--- src/rtl/i2c_pkg.sv ---
// Shared I2C definitions: FSM state encoding (common with the controller's
// debug view) and bus-level bit constants.
package i2c_pkg;

  typedef enum logic [3:0] {
    ST_IDLE     = 4'd0,
    ST_ADDR     = 4'd1,
    ST_ADDR_ACK = 4'd2,
    ST_PTR      = 4'd3,
    ST_RX_BYTE  = 4'd4,
    ST_RX_ACK   = 4'd5,
    ST_TX_BYTE  = 4'd6,
    ST_TX_ACK   = 4'd7,
    ST_IGNORE   = 4'd8
  } i2c_state_e;

  localparam logic       BIT_ACK       = 1'b0;
  localparam logic       BIT_NACK      = 1'b1;
  localparam logic       RW_WRITE      = 1'b0;
  localparam logic       RW_READ       = 1'b1;
  localparam logic       SDA_RELEASE   = 1'b1;
  localparam logic [3:0] BITS_PER_BYTE = 4'd8;

endpackage

--- src/rtl/i2c_line_sync.sv ---
// Two-flop synchronizers plus history flops for SCL/SDA; produces SCL edge
// pulses and START/STOP detection from the synchronized and history levels.
module i2c_line_sync (
  input  logic clk,
  input  logic reset,
  input  logic scl_in,
  input  logic sda_in,
  output logic sda,
  output logic scl_rise,
  output logic scl_fall,
  output logic start_det,
  output logic stop_det
);

  // [0] first sync flop, [1] synchronized level, [2] history
  logic [2:0] scl_p;
  logic [2:0] sda_p;

  // Reset to the idle-bus level so no edge is reported coming out of reset
  always_ff @(posedge clk or posedge reset) begin
    if (reset) begin
      scl_p <= '1;
      sda_p <= '1;
    end else begin
      scl_p <= {scl_p[1:0], scl_in};
      sda_p <= {sda_p[1:0], sda_in};
    end
  end

  assign sda       = sda_p[1];
  assign scl_rise  =  scl_p[1] & ~scl_p[2];
  assign scl_fall  = ~scl_p[1] &  scl_p[2];
  assign start_det =  scl_p[1] &  scl_p[2] &  sda_p[2] & ~sda_p[1];
  assign stop_det  =  scl_p[1] &  scl_p[2] & ~sda_p[2] &  sda_p[1];

endmodule

--- src/rtl/i2c_target.sv ---
// I2C target serving a four-byte register file: pointer-then-data writes,
// auto-incrementing reads, open-drain SDA request, no clock stretching.
module i2c_target
  import i2c_pkg::*;
#(
  parameter logic [6:0] TARGET_ADDR = 7'h3C
) (
  input  logic        clk,
  input  logic        reset,
  input  logic        scl_in,
  input  logic        sda_in,
  output logic        sda_out,
  output logic [31:0] regs,
  output logic        rx_strobe,
  output logic        busy,
  output logic [3:0]  state
);

  logic sda_sync, scl_rise, scl_fall, start_det, stop_det;

  i2c_line_sync u_sync (
    .clk       (clk),
    .reset     (reset),
    .scl_in    (scl_in),
    .sda_in    (sda_in),
    .sda       (sda_sync),
    .scl_rise  (scl_rise),
    .scl_fall  (scl_fall),
    .start_det (start_det),
    .stop_det  (stop_det)
  );

  i2c_state_e  state_q, state_d;
  logic [3:0]  cnt_q, cnt_d;
  logic [7:0]  sr_q, sr_d;
  logic        sda_q, sda_d;
  logic [1:0]  ptr_q, ptr_d;
  logic [31:0] regs_q, regs_d;
  logic        strobe_q, strobe_d;
  logic        busy_q, busy_d;
  logic [7:0]  cur_byte;

  assign cur_byte = regs_q[{ptr_q, 3'b000} +: 8];

  always_ff @(posedge clk or posedge reset) begin
    if (reset) begin
      state_q  <= ST_IDLE;
      cnt_q    <= '0;
      sr_q     <= '0;
      sda_q    <= SDA_RELEASE;
      ptr_q    <= '0;
      regs_q   <= '0;
      strobe_q <= 1'b0;
      busy_q   <= 1'b0;
    end else begin
      state_q  <= state_d;
      cnt_q    <= cnt_d;
      sr_q     <= sr_d;
      sda_q    <= sda_d;
      ptr_q    <= ptr_d;
      regs_q   <= regs_d;
      strobe_q <= strobe_d;
      busy_q   <= busy_d;
    end
  end

  always_comb begin
    state_d  = state_q;
    cnt_d    = cnt_q;
    sr_d     = sr_q;
    sda_d    = sda_q;
    ptr_d    = ptr_q;
    regs_d   = regs_q;
    strobe_d = 1'b0;
    busy_d   = busy_q;

    if (stop_det) begin
      state_d = ST_IDLE;
      sda_d   = SDA_RELEASE;
      busy_d  = 1'b0;
      cnt_d   = '0;
    end else if (start_det) begin
      state_d = ST_ADDR;
      sda_d   = SDA_RELEASE;
      busy_d  = 1'b0;
      cnt_d   = '0;
    end else begin
      case (state_q)
        ST_IDLE: ;

        // Receive states share the shifter; the completed byte is acted on at
        // the SCL fall that opens its ACK slot, so the ACK drive, regfile write
        // and strobe all land in the same clk.
        ST_ADDR, ST_PTR, ST_RX_BYTE: begin
          if (scl_rise && cnt_q != BITS_PER_BYTE) begin
            sr_d  = {sr_q[6:0], sda_sync};
            cnt_d = cnt_q + 4'd1;
          end else if (scl_fall && cnt_q == BITS_PER_BYTE) begin
            cnt_d = '0;
            if (state_q == ST_ADDR) begin
              if (sr_q[7:1] == TARGET_ADDR && sr_q[7:1] != 7'd0) begin
                state_d = ST_ADDR_ACK;
                sda_d   = BIT_ACK;
                busy_d  = 1'b1;
              end else begin
                state_d = ST_IGNORE;
              end
            end else begin
              if (state_q == ST_PTR) begin
                ptr_d = sr_q[1:0];
              end else begin
                regs_d[{ptr_q, 3'b000} +: 8] = sr_q;
                strobe_d = 1'b1;
                ptr_d    = ptr_q + 2'd1;
              end
              state_d = ST_RX_ACK;
              sda_d   = BIT_ACK;
            end
          end
        end

        ST_ADDR_ACK: begin
          if (scl_fall) begin
            cnt_d = '0;
            if (sr_q[0] == RW_WRITE) begin
              state_d = ST_PTR;
              sda_d   = SDA_RELEASE;
            end else begin
              state_d = ST_TX_BYTE;
              sda_d   = cur_byte[7];
              sr_d    = {cur_byte[6:0], 1'b0};
            end
          end
        end

        ST_RX_ACK: begin
          if (scl_fall) begin
            state_d = ST_RX_BYTE;
            sda_d   = SDA_RELEASE;
            cnt_d   = '0;
          end
        end

        ST_TX_BYTE: begin
          if (scl_rise && cnt_q != BITS_PER_BYTE) begin
            cnt_d = cnt_q + 4'd1;
          end else if (scl_fall) begin
            if (cnt_q == BITS_PER_BYTE) begin
              state_d = ST_TX_ACK;
              sda_d   = SDA_RELEASE;
              cnt_d   = '0;
            end else begin
              sda_d = sr_q[7];
              sr_d  = {sr_q[6:0], 1'b0};
            end
          end
        end

        // cnt marks that an ACK was seen; the next byte loads on the following fall
        ST_TX_ACK: begin
          if (scl_rise && cnt_q == 4'd0) begin
            if (sda_sync == BIT_NACK) begin
              state_d = ST_IGNORE;
              busy_d  = 1'b0;
            end else begin
              ptr_d = ptr_q + 2'd1;
              cnt_d = 4'd1;
            end
          end else if (scl_fall && cnt_q == 4'd1) begin
            state_d = ST_TX_BYTE;
            sda_d   = cur_byte[7];
            sr_d    = {cur_byte[6:0], 1'b0};
            cnt_d   = '0;
          end
        end

        ST_IGNORE: sda_d = SDA_RELEASE;

        default: state_d = ST_IDLE;
      endcase
    end
  end

  assign sda_out   = sda_q;
  assign regs      = regs_q;
  assign rx_strobe = strobe_q;
  assign busy      = busy_q;
  assign state     = state_q;

endmodule
--- config.mk ---
export PLATFORM = sky130hd
export DESIGN_NAME = i2c_target
export DESIGN_NICKNAME = d
export VERILOG_FILES = /design/src/rtl/i2c_pkg.sv /design/src/rtl/i2c_line_sync.sv /design/src/rtl/i2c_target.sv
export SDC_FILE = /design/constraint.sdc
export NUM_CORES = 1
export LEC_CHECK = 0
export BUFFER_PORTS_ARGS = -buffer_cell sky130_fd_sc_hd__buf_2
export CAP_MARGIN = 20
export CORE_MARGIN = 2
export CORE_UTILIZATION = 60
export CTS_BUF_LIST = sky130_fd_sc_hd__clkbuf_8
export CTS_CLUSTER_DIAMETER = 120
export DETAILED_ROUTE_END_ITERATION = 8
export PLACE_DENSITY = 0.83
export SETUP_SLACK_MARGIN = 0.2
export SYNTH_ARGS = -nofsm -noshare
export SYNTH_HDL_FRONTEND = slang
export SYNTH_SLANG_ARGS = --single-unit
--- constraint.sdc ---
create_clock -name clk -period 2.7 [get_ports clk]
set_input_delay 0.81 -clock clk [delete_from_list [all_inputs] [get_ports clk]]
set_output_delay 0.81 -clock clk [all_outputs]
set_load 0.01 [all_outputs]
* Word-level counts from Yosys, hierarchy flattened
Cells that the tools add are included.
** Storage, ports and cells
- Register bits after elaboration :: 59
- Input port bits :: 4
- Output and inout port bits :: 39
- Word-level logic and storage cells :: 180
** Cells by class
- $add $sub $neg :: 3
- Eq/ne operators :: 47
- Shift-type cells :: 3
- Mux-type cells :: 76
- Bitwise logic cells :: 16
- Reductions and logical operators :: 24
** Operators with widths (count)
- $mux W4 :: 25
- $mux W8 :: 8
- $ne A4 B4 Y1 const B :: 13
- $bwmux W32 :: 1
- $pmux W8 S4 :: 1
- $shift A8 B7 Y32 const A :: 1
- $shiftx A32 B6 Y8 :: 1
- $shiftx A8 B7 Y32 :: 1
- $ne A5 B5 Y1 const B :: 6
- $reduce_and A10 Y1 :: 3
- $mux W1 :: 29
- $ne A2 B2 Y1 const B :: 13
- $pmux W4 S6 :: 1
- $reduce_and A7 Y1 :: 3
- $eq A4 B3 Y1 const B :: 4
- $pmux W4 S4 :: 1
- $mux W2 :: 6
- $reduce_and A11 Y1 :: 1
- $not A1 Y1 :: 9
- $eq A4 B1 Y1 const B :: 2
- $eq A4 B2 Y1 const B :: 2
- $eq A4 B4 Y1 const B :: 2
- $logic_not A4 Y1 :: 2
- $reduce_and A8 Y1 :: 1
- 21 further kinds :: 33

* Longest topological paths before layout
Gate-level depths: netlist of the first run.
- Depth after elaboration :: 9
- Mapped depth :: 10
- Gate-level depth less buffers :: 7

* Cells and area by module
Synthesis of the first run repeated with hierarchy kept, for this count alone.
** Unflattened totals
- Cells, all modules :: 358
- Area total of the unflattened synthesis :: 3392.0 µm²
** By module, submodules not included
- i2c_target :: times used 1, cells an instance 347, area an instance 3198.1 µm², sequential area each 1327.5 µm²
- i2c_line_sync :: times used 1, cells an instance 11, area an instance 193.9 µm², sequential area each 157.7 µm²

* Least setup slack after synthesis of the first run
No wires, ideal clock.
- Path type :: register to register
- From :: register cnt_q[0]
- To :: register cnt_q[0]
- Library setup time :: 0.125 ns
- Data arrival time :: 1.884 ns
- Required time :: 2.575 ns
- Setup slack :: 0.691 ns
- Cell stages (with the launch flop) :: 8
- Buffers on the path :: 0
- Clock period less this slack :: 2.009 ns
- Path through :: dfrtp_1 inv_1 ha_1 nand4bb_4 or4_1 o41ai_1 o21ba_4 mux2_4
** Between the ends
- Cells in the longest elaborated chain, start to end :: 6
- Elaborated cells on any way between the ends :: 21
- Classes of those cells :: 1 x add/sub; 8 x eq/ne; 6 x mux; 6 x reduce/logical
** RTL lines
- start: declaration :: line i2c_target.sv:34 : logic [3:0] cnt_q, cnt_d;
- start signal: assignment :: line i2c_target.sv:57 : cnt_q <= cnt_d;
- branches (longest 6 deep; another with $add A4 B1 Y4)
Several ways; the timed one is not identified.
A chain may end at the register's enable or synchronous reset.

* Final worst setup path of the first run
Ends and elaborated chain as after synthesis.

==> results of run 1 <==
[registers in the layout, indices dropped and copies added, names as in the netlist]
register	cells
sr_q	8
rx_strobe	1
u_sync.sda_p	3
regs	32
state	4
cnt_q	4
busy	1
sda_out	1
ptr_q	2
u_sync.scl_p	3
[how the worst max path moves through the flow]
stage,start,endpoint,slack (ns),cells after the start
2_1_floorplan,reset,busy,0.45,1
3_3_place_gp,state[0],cnt_q[0],0.36,5
3_5_place_dp,state[0],cnt_q[0],0.38,5
4_1_cts,state[0],cnt_q[0],0.36,5
6_report,cnt_q[0],cnt_q[0],0.36,7
5_1_grt,cnt_q[1],cnt_q[0],0.29,7
[where the power goes]
part	switching, mW	internal, mW	leakage (nW)	total [mW]
logic	0.208	0.209	0.838	0.417
registers	0.146	0.957	0.793	1.10
clock network	0.358	0.444	0.105	0.802
[final cells by class]
class	instances	area, um^2
Clock buffer	10	138
Multi-Input combinational cell	269	1840
Tap cell	72	90.1
Fill cell	444	1570
Sequential cell	59	1490
Clock inverter	6	58.8
Inverter	11	41.3
Timing Repair Buffer	54	313
[layout by cell type (no fill, tap or decap), types with 10 or more instances in the layout]
master	synthesis	final
mux2_2	16	16
inv_1	11	12
a21oi_1	10	10
clkbuf_8	0	10
dfrtp_1	52	51
o21ai_0	41	41
nand2_1	80	80
nor2_1	10	10
buf_2	12	42
buf_4	4	11
[per-stage QoR]
stage          area [um^2]  std cells
3_3_place_gp          3770        465
3_5_place_dp          3770        465
4_1_cts               3970        481
5_1_grt               3970        481
2_1_floorplan         3470        357
6_report              3970        481
[logic make-up (layout without fill, tap and decap cells)]
| kind of cell | after synthesis | in the layout | share of synthesized area, % |
|---|---|---|---|
| AND/OR/NAND/NOR | 144 | 144 | 21.8 |
| AO/OA/AOI/OAI | 84 | 84 | 15.5 |
| flip-flops | 59 | 59 | 42.8 |
| multiplexers | 30 | 30 | 12.3 |
| buffers and inverters | 29 | 81 | 4.01 |
| adder cells (fa/ha/maj) | 8 | 8 | 2.89 |
| XOR/XNOR | 3 | 3 | 0.758 |
[per-layer routing]
| metal | global-route usage [%] | vias to the layer above |
|---|---|---|
| li1 | - | 1379 |
| met1 | 43.1 | 1457 |
| met2 | 43.6 | 138 |
| met3 | 5.32 | 20 |
| met4 | 11.0 | 0 |
| met5 | 0 | - |
==> metrics.md, run 1 <==
| Metric | Value |
|---|---|
| CP startpoint kind | `register` |
| Post-route ant nets | `0` |
| CP peak stage delay | `between 0.4 and 0.5 ns` |
| Clk slew on worst S/H paths | `about 0.060 ns` |
| EDFF count, synth | `0` |
| RSZ-0062 raised after global routing | `false` |
| Post-synthesis average cell area | `9.71 um^2` |
| Metal3 WL | `roughly 500 um` |
| CTS tree | `built` |
| Synthesized flop and latch total | `59` |
| DP HPWL | `slightly below 6000 um` |
| Critical-path cell list | `inv_1, ha_1, and3b_1, nor2_1, o41ai_1, o21ba_4, mux2_4` |
| Largest net degree at the start of global routing | `60` |
| DRC | `0` |
| Worst Clk Skew | `0.0166 ns` |
| Critical Path RT | `about 3 ns` |
| Skew-Pair Late Insertion Delay | `between 0.3 and 0.4 ns` |
| Die H | `~80 um` |
| DRT Pass-1 Iters | `5` |
| Final setup margin | `between 0.3 and 0.4 ns` |
| H-tree lvl count | `3` |
| CTS max path bufs | `2` |
| Vias per cell | `6.22` |
| Starting DRC count in detailed routing | `roughly 280` |
| Initial antenna violation count | `0` |
| PD cells | `585 nW/um^2` |
| Unique cell type count in the Yosys netlist | `slightly above 60` |
| ANT cells | `0` |
| Number of global-route vias before repair | `about 2.8k` |
| Die area | `~6400 um^2` |
| CP Class | `register to register` |
| Syn nets | `369` |
| Tmin final | `about 2.3 ns` |
| Die X | `roughly 80 um` |
| Met2 routed WL | `3990 um` |
| Fin. max-slew vios | `0` |
| GRT Util Overall | `around 30%` |
| Arr. time, crit path | `approximately 2.6 ns` |
| Fmax | `428 MHz` |
| Top-area cell type share of the netlist area | `37.5%` |
| Hold slack | `roughly 0.36 ns` |
| GP Congestion | `slightly below 1` |
| Final Power | `~2.3 mW` |
| Gate Count Post-Synth | `around 360` |
| CTS Root Cell | `clkbuf_8` |
| Ys Warns | `0` |
| Post-CTS Hold Buffers | `0` |
| Reg2reg setup slack | `roughly 0.36 ns` |
| Layout area overhead | `14.5%` |
| Top-count cell post-synth | `nand2_1` |
| Initial Util | `between 60% and 70%` |
| Post-CTS Setup Repair Bufs | `0` |
| Status | `finished clean` |
| Layout cells sized above 1 | `~28%` |
| Total grt overflow | `0` |
| Average routed wire per standard cell | `roughly 18 um` |
| Worst r2r src | `cnt_q[0]` |
| Hold path cells | `0` |
| Slew HR | `47.0%` |
| HP Start | `u_sync.scl_p[0]` |
| Buffers & Inverters on Critical Path | `1` |
| Core area | `between 5000 and 6000 um^2` |
| # clock sinks | `59` |
| CTS Buf Count | `9` |
| I/O Buffers | `42` |
| Most area-hungry cell type in the Yosys netlist | `dfrtp_1` |
| Nature of the critical path endpoint | `register` |
| Row count | `27` |
| Max Cap Viol | `0` |
| Register area share after synthesis | `roughly 43%` |
| DRT met1 WL | `about 3900 um` |
| Final Hold Fails | `0` |
| Final #Nets | `around 420` |
| Hold endpoint | `u_sync.scl_p[1]` |
| Setup WS pre-CTS | `around 0.38 ns` |
| Final WL | `about 8600 um` |
| Leak | `roughly 1.7 nW` |
| Setup TNS Final | `0 ns` |
| Async SR Flop Fraction | `100%` |
| First-pass GRT wire length | `~14,000 um` |
| Final core utilization | `71.7%` |
| Final period util | `86.5%` |
| Via count | `approximately 3k` |
| Hold Crit Class | `register to register` |
| Post-synthesis cell area | `about 3500 um^2` |
| Synth top area cells | `dfrtp_1 (38%), nand2_1 (8.7%), o21ai_0 (5.9%)` |
| Top layer reached by signal wires | `met4` |
| Critical path fanouts, max | `6` |
| Final Setup Violations | `0` |
| Post-synth top flop | `dfrtp_1` |
| R2R Path End | `cnt_q[0]` |
| CP delay by family, top | `compound AO/OA/AOI/OAI gates` |
| Post-synth top cells | `nand2_1 (80), dfrtp_1 (52), o21ai_0 (41)` |
| Worst reg-to-reg path cell count | `7` |
| Critical-path top delay cell | `o41ai_1` |
| I/O pin count | `43` |
| Worst VDD drop | `~0.54 mV` |
| Post-CTS sizing | `0` |
| Slew of the pin with the lowest slew margin | `a little under 0.8 ns` |
Note: power is estimated with default switching activity, not from simulation.
==> run 2: changes to the inputs <==
--- a/config.mk
+++ b/config.mk
@@ -5,14 +5,14 @@
 export SDC_FILE = /design/constraint.sdc
 export NUM_CORES = 1
 export LEC_CHECK = 0
-export BUFFER_PORTS_ARGS = -buffer_cell sky130_fd_sc_hd__buf_2
 export CAP_MARGIN = 20
 export CORE_MARGIN = 2
 export CORE_UTILIZATION = 60
 export CTS_BUF_LIST = sky130_fd_sc_hd__clkbuf_8
 export CTS_CLUSTER_DIAMETER = 120
 export DETAILED_ROUTE_END_ITERATION = 8
-export PLACE_DENSITY = 0.83
+export DONT_BUFFER_PORTS = 1
+export PLACE_DENSITY = 0.77
 export SETUP_SLACK_MARGIN = 0.2
 export SYNTH_ARGS = -nofsm -noshare
 export SYNTH_HDL_FRONTEND = slang
==> run 2 against run 1 <==
Compared with the run above: clock skew fell by 0.00088 ns; cell area fell by 4.9%; via count fell by 5.0%; critical endpoint unchanged; largest cell class unchanged; highest routed layer unchanged.
==> metrics.md, run 2 (synthesis gave the netlist of run 1 again) <==
| Metric | Value |
|---|---|
| Post-Layout Cell Count | `442 (-8.1%)` |
| Met2 routed WL | `4040 um (+1.2%)` |
| Initial antenna violation count | `0 (unchanged)` |
| Vias per cell | `6.43 (+3.3%)` |
| H-tree lvl count | `3 (unchanged)` |
| Post-CTS sizing | `0 (unchanged)` |
| RSZ-0062 raised after global routing | `false` |
| Starting DRC count in detailed routing | `246 (-11%)` |
| First-pass GRT wire length | `14,100 um (-0.68%)` |
| CTS max path bufs | `2 (unchanged)` |
| Critical path fanouts, max | `6 (unchanged)` |
| Arr. time, crit path | `2.59 ns (+0.03 ns)` |
| CTS Root Cell | `clkbuf_8` |
| Final setup margin | `0.340 ns (-0.0228 ns)` |
| Core area | `5540 um^2 (unchanged)` |
| DRT Pass-1 Iters | `5 (unchanged)` |
| Placed insts | `426 (-8.4%)` |
| Nature of the critical path endpoint | `register` |
| CTS tree | `built` |
| Initial Util | `62.6% (unchanged)` |
| Skew-Pair Late Insertion Delay | `0.35 ns (about the same)` |
| Sequential share of power | `48.1% (+0.6 points)` |
| Metal3 WL | `710 um (+42%)` |
| PD cells | `611 nW/um^2 (+4.5%)` |
| Most common cell after layout, fill and taps aside | `nand2_1` |
| # clock sinks | `59 (unchanged)` |
| Fill cells | `458 (+3.2%)` |
| I/O Buffers | `0 (-100%)` |
| Setup TNS Final | `0 ns (unchanged)` |
| Row count | `27 (unchanged)` |
| Final Setup Violations | `0 (unchanged)` |
| Die X | `80.0 um (unchanged)` |
| Slew of the pin with the lowest slew margin | `0.617 ns (-0.176 ns)` |
| Final period util | `87.4% (+0.85 points)` |
| Largest net degree at the start of global routing | `51 (-15%)` |
| Via count | `2,843 (-5.0%)` |
| GRT Util Overall | `29.1% (-0.30 points)` |
| Tmin final | `2.36 ns (+0.0228 ns)` |
| Setup WS pre-CTS | `0.442 ns (+0.0640 ns)` |
| Die H | `80.0 um (unchanged)` |
| DRT met1 WL | `3730 um (-4.8%)` |
| CP Class | `register to register` |
| CP startpoint kind | `register` |
| DP HPWL | `6060 um (+1.6%)` |
| Worst Clk Skew | `0.0157 ns (-0.000878 ns)` |
| Pint | `1.60 mW (-0.73%)` |
| Layout cells sized above 1 | `19.5% (-8.2 points)` |
| Number of global-route vias before repair | `2,667 (-4.4%)` |
| Fin. max-slew vios | `0 (unchanged)` |
| Worst reg-to-reg path cell count | `7 (unchanged)` |
| Max Cap Viol | `0 (unchanged)` |
| DRC | `0 (unchanged)` |
| Clock group share of total power | `34.0% (-0.5 points)` |
| Clk slew on worst S/H paths | `0.07 ns (about the same)` |
| Leak | `1.53 nW (-12%)` |
| CTS Buf Count | `9 (unchanged)` |
| Post-CTS Setup Repair Bufs | `0 (unchanged)` |
| I/O pin count | `43 (unchanged)` |
| Post-route ant nets | `0 (unchanged)` |
| Worst r2r src | `cnt_q[0]` |
| Status | `finished clean` |
| Max FFs per register | `32 (unchanged)` |
| Critical Path RT | `2.93 ns (about the same)` |
| Slew HR | `58.9% (+12 points)` |
| NetSw | `0.707 mW (-0.68%)` |
| ANT cells | `0 (unchanged)` |
| Average routed wire per standard cell | `19.5 um (+9.3%)` |
| Top layer reached by signal wires | `met4` |
| Final #Nets | `377 (-9.4%)` |
| Sw Ratio | `30.7% (about the same)` |
| GP Congestion | `1.01 (+4.6%)` |
| Worst VDD drop | `0.438 mV (-18%)` |
| Total grt overflow | `0 (unchanged)` |
| Final Hold Fails | `0 (unchanged)` |
| Hold Crit Class | `input pin to async pin` |
| Post-CTS Hold Buffers | `0 (unchanged)` |
| Reg2reg setup slack | `0.34 ns (-0.02 ns)` |
| Combinational share of power | `17.9% (about the same)` |
| R2R Path End | `cnt_q[0]` |
| Most frequent cells in the layout | `nand2_1 (80), dfrtp_1 (52), o21ai_0 (41)` |
| Layout area overhead | `8.84%` |
| Die area | `6400 um^2 (unchanged)` |
| Fmax | `424 MHz (-0.97%)` |
| Final WL | `8630 um (+0.40%)` |
## run 2: cell types whose count changed in the layout (fill, tap and decap cells not counted), sizes merged
cell,before,now
clkinvlp,1,0
inv,13,14
buf,54,15
## run 2: final cells by class
type	instances	area (um^2)	area share (%)
timing repair buffer	15	125	3.32
clock inverter	6	51.3	1.36
inverter	11	41.3	1.09
sequential	59	1490	39.4
tap	72	90.1	2.39
multi-input combinational	269	1840	48.8
clock buffer	10	138	3.65
## run 2: worst max-delay path: stages, from the launching register on
cell and delay [ns]:
dfrtp_1 0.46, inv_1 0.09, ha_1 0.27, and3b_1 0.33, nor2_1 0.12, o41ai_1 0.45, o21ba_4 0.23, mux2_4 0.29
## run 2: power groups by stage
stage | Clock, mW | Combinational [mW] | Sequential, mW
floorplan | 0 | 0.353 | 1.05
global route | 0.832 | 0.454 | 1.13
CTS | 0.792 | 0.406 | 1.11
finish | 0.784 | 0.412 | 1.11
detailed placement | 0 | 0.403 | 1.12
global placement | 0 | 0.395 | 1.12
## run 2: metal layers
metal / vias up / global-route usage [%]
li1: 1296 / -
met1: 1396 / 42.3
met2: 134 / 43.4
met3: 17 / 6.79
met4: 0 / 8.64
met5: - / 0
## run 2: worst max-delay path by stage
stage	start	to	cells after the start
final	cnt_q[0]	cnt_q[0]	7
after global routing	cnt_q[0]	regs[0]	7
after CTS	cnt_q[0]	cnt_q[0]	7
after detailed placement	cnt_q[0]	cnt_q[0]	7
after global placement	state[3]	cnt_q[0]	5
after floorplan	reset	busy	1
## run 2: stage by stage
step                      utilization, %  cell area, um^2  hold WS, ns  power [mW]
after floorplan                        -             3470        0.345        1.40
after global placement              64.7             3580        0.346        1.51
after detailed placement            64.7             3580        0.348        1.52
after CTS                           68.1             3770        0.266        2.30
after global routing                68.1             3770        0.273        2.41
final                               68.1             3770        0.262        2.31
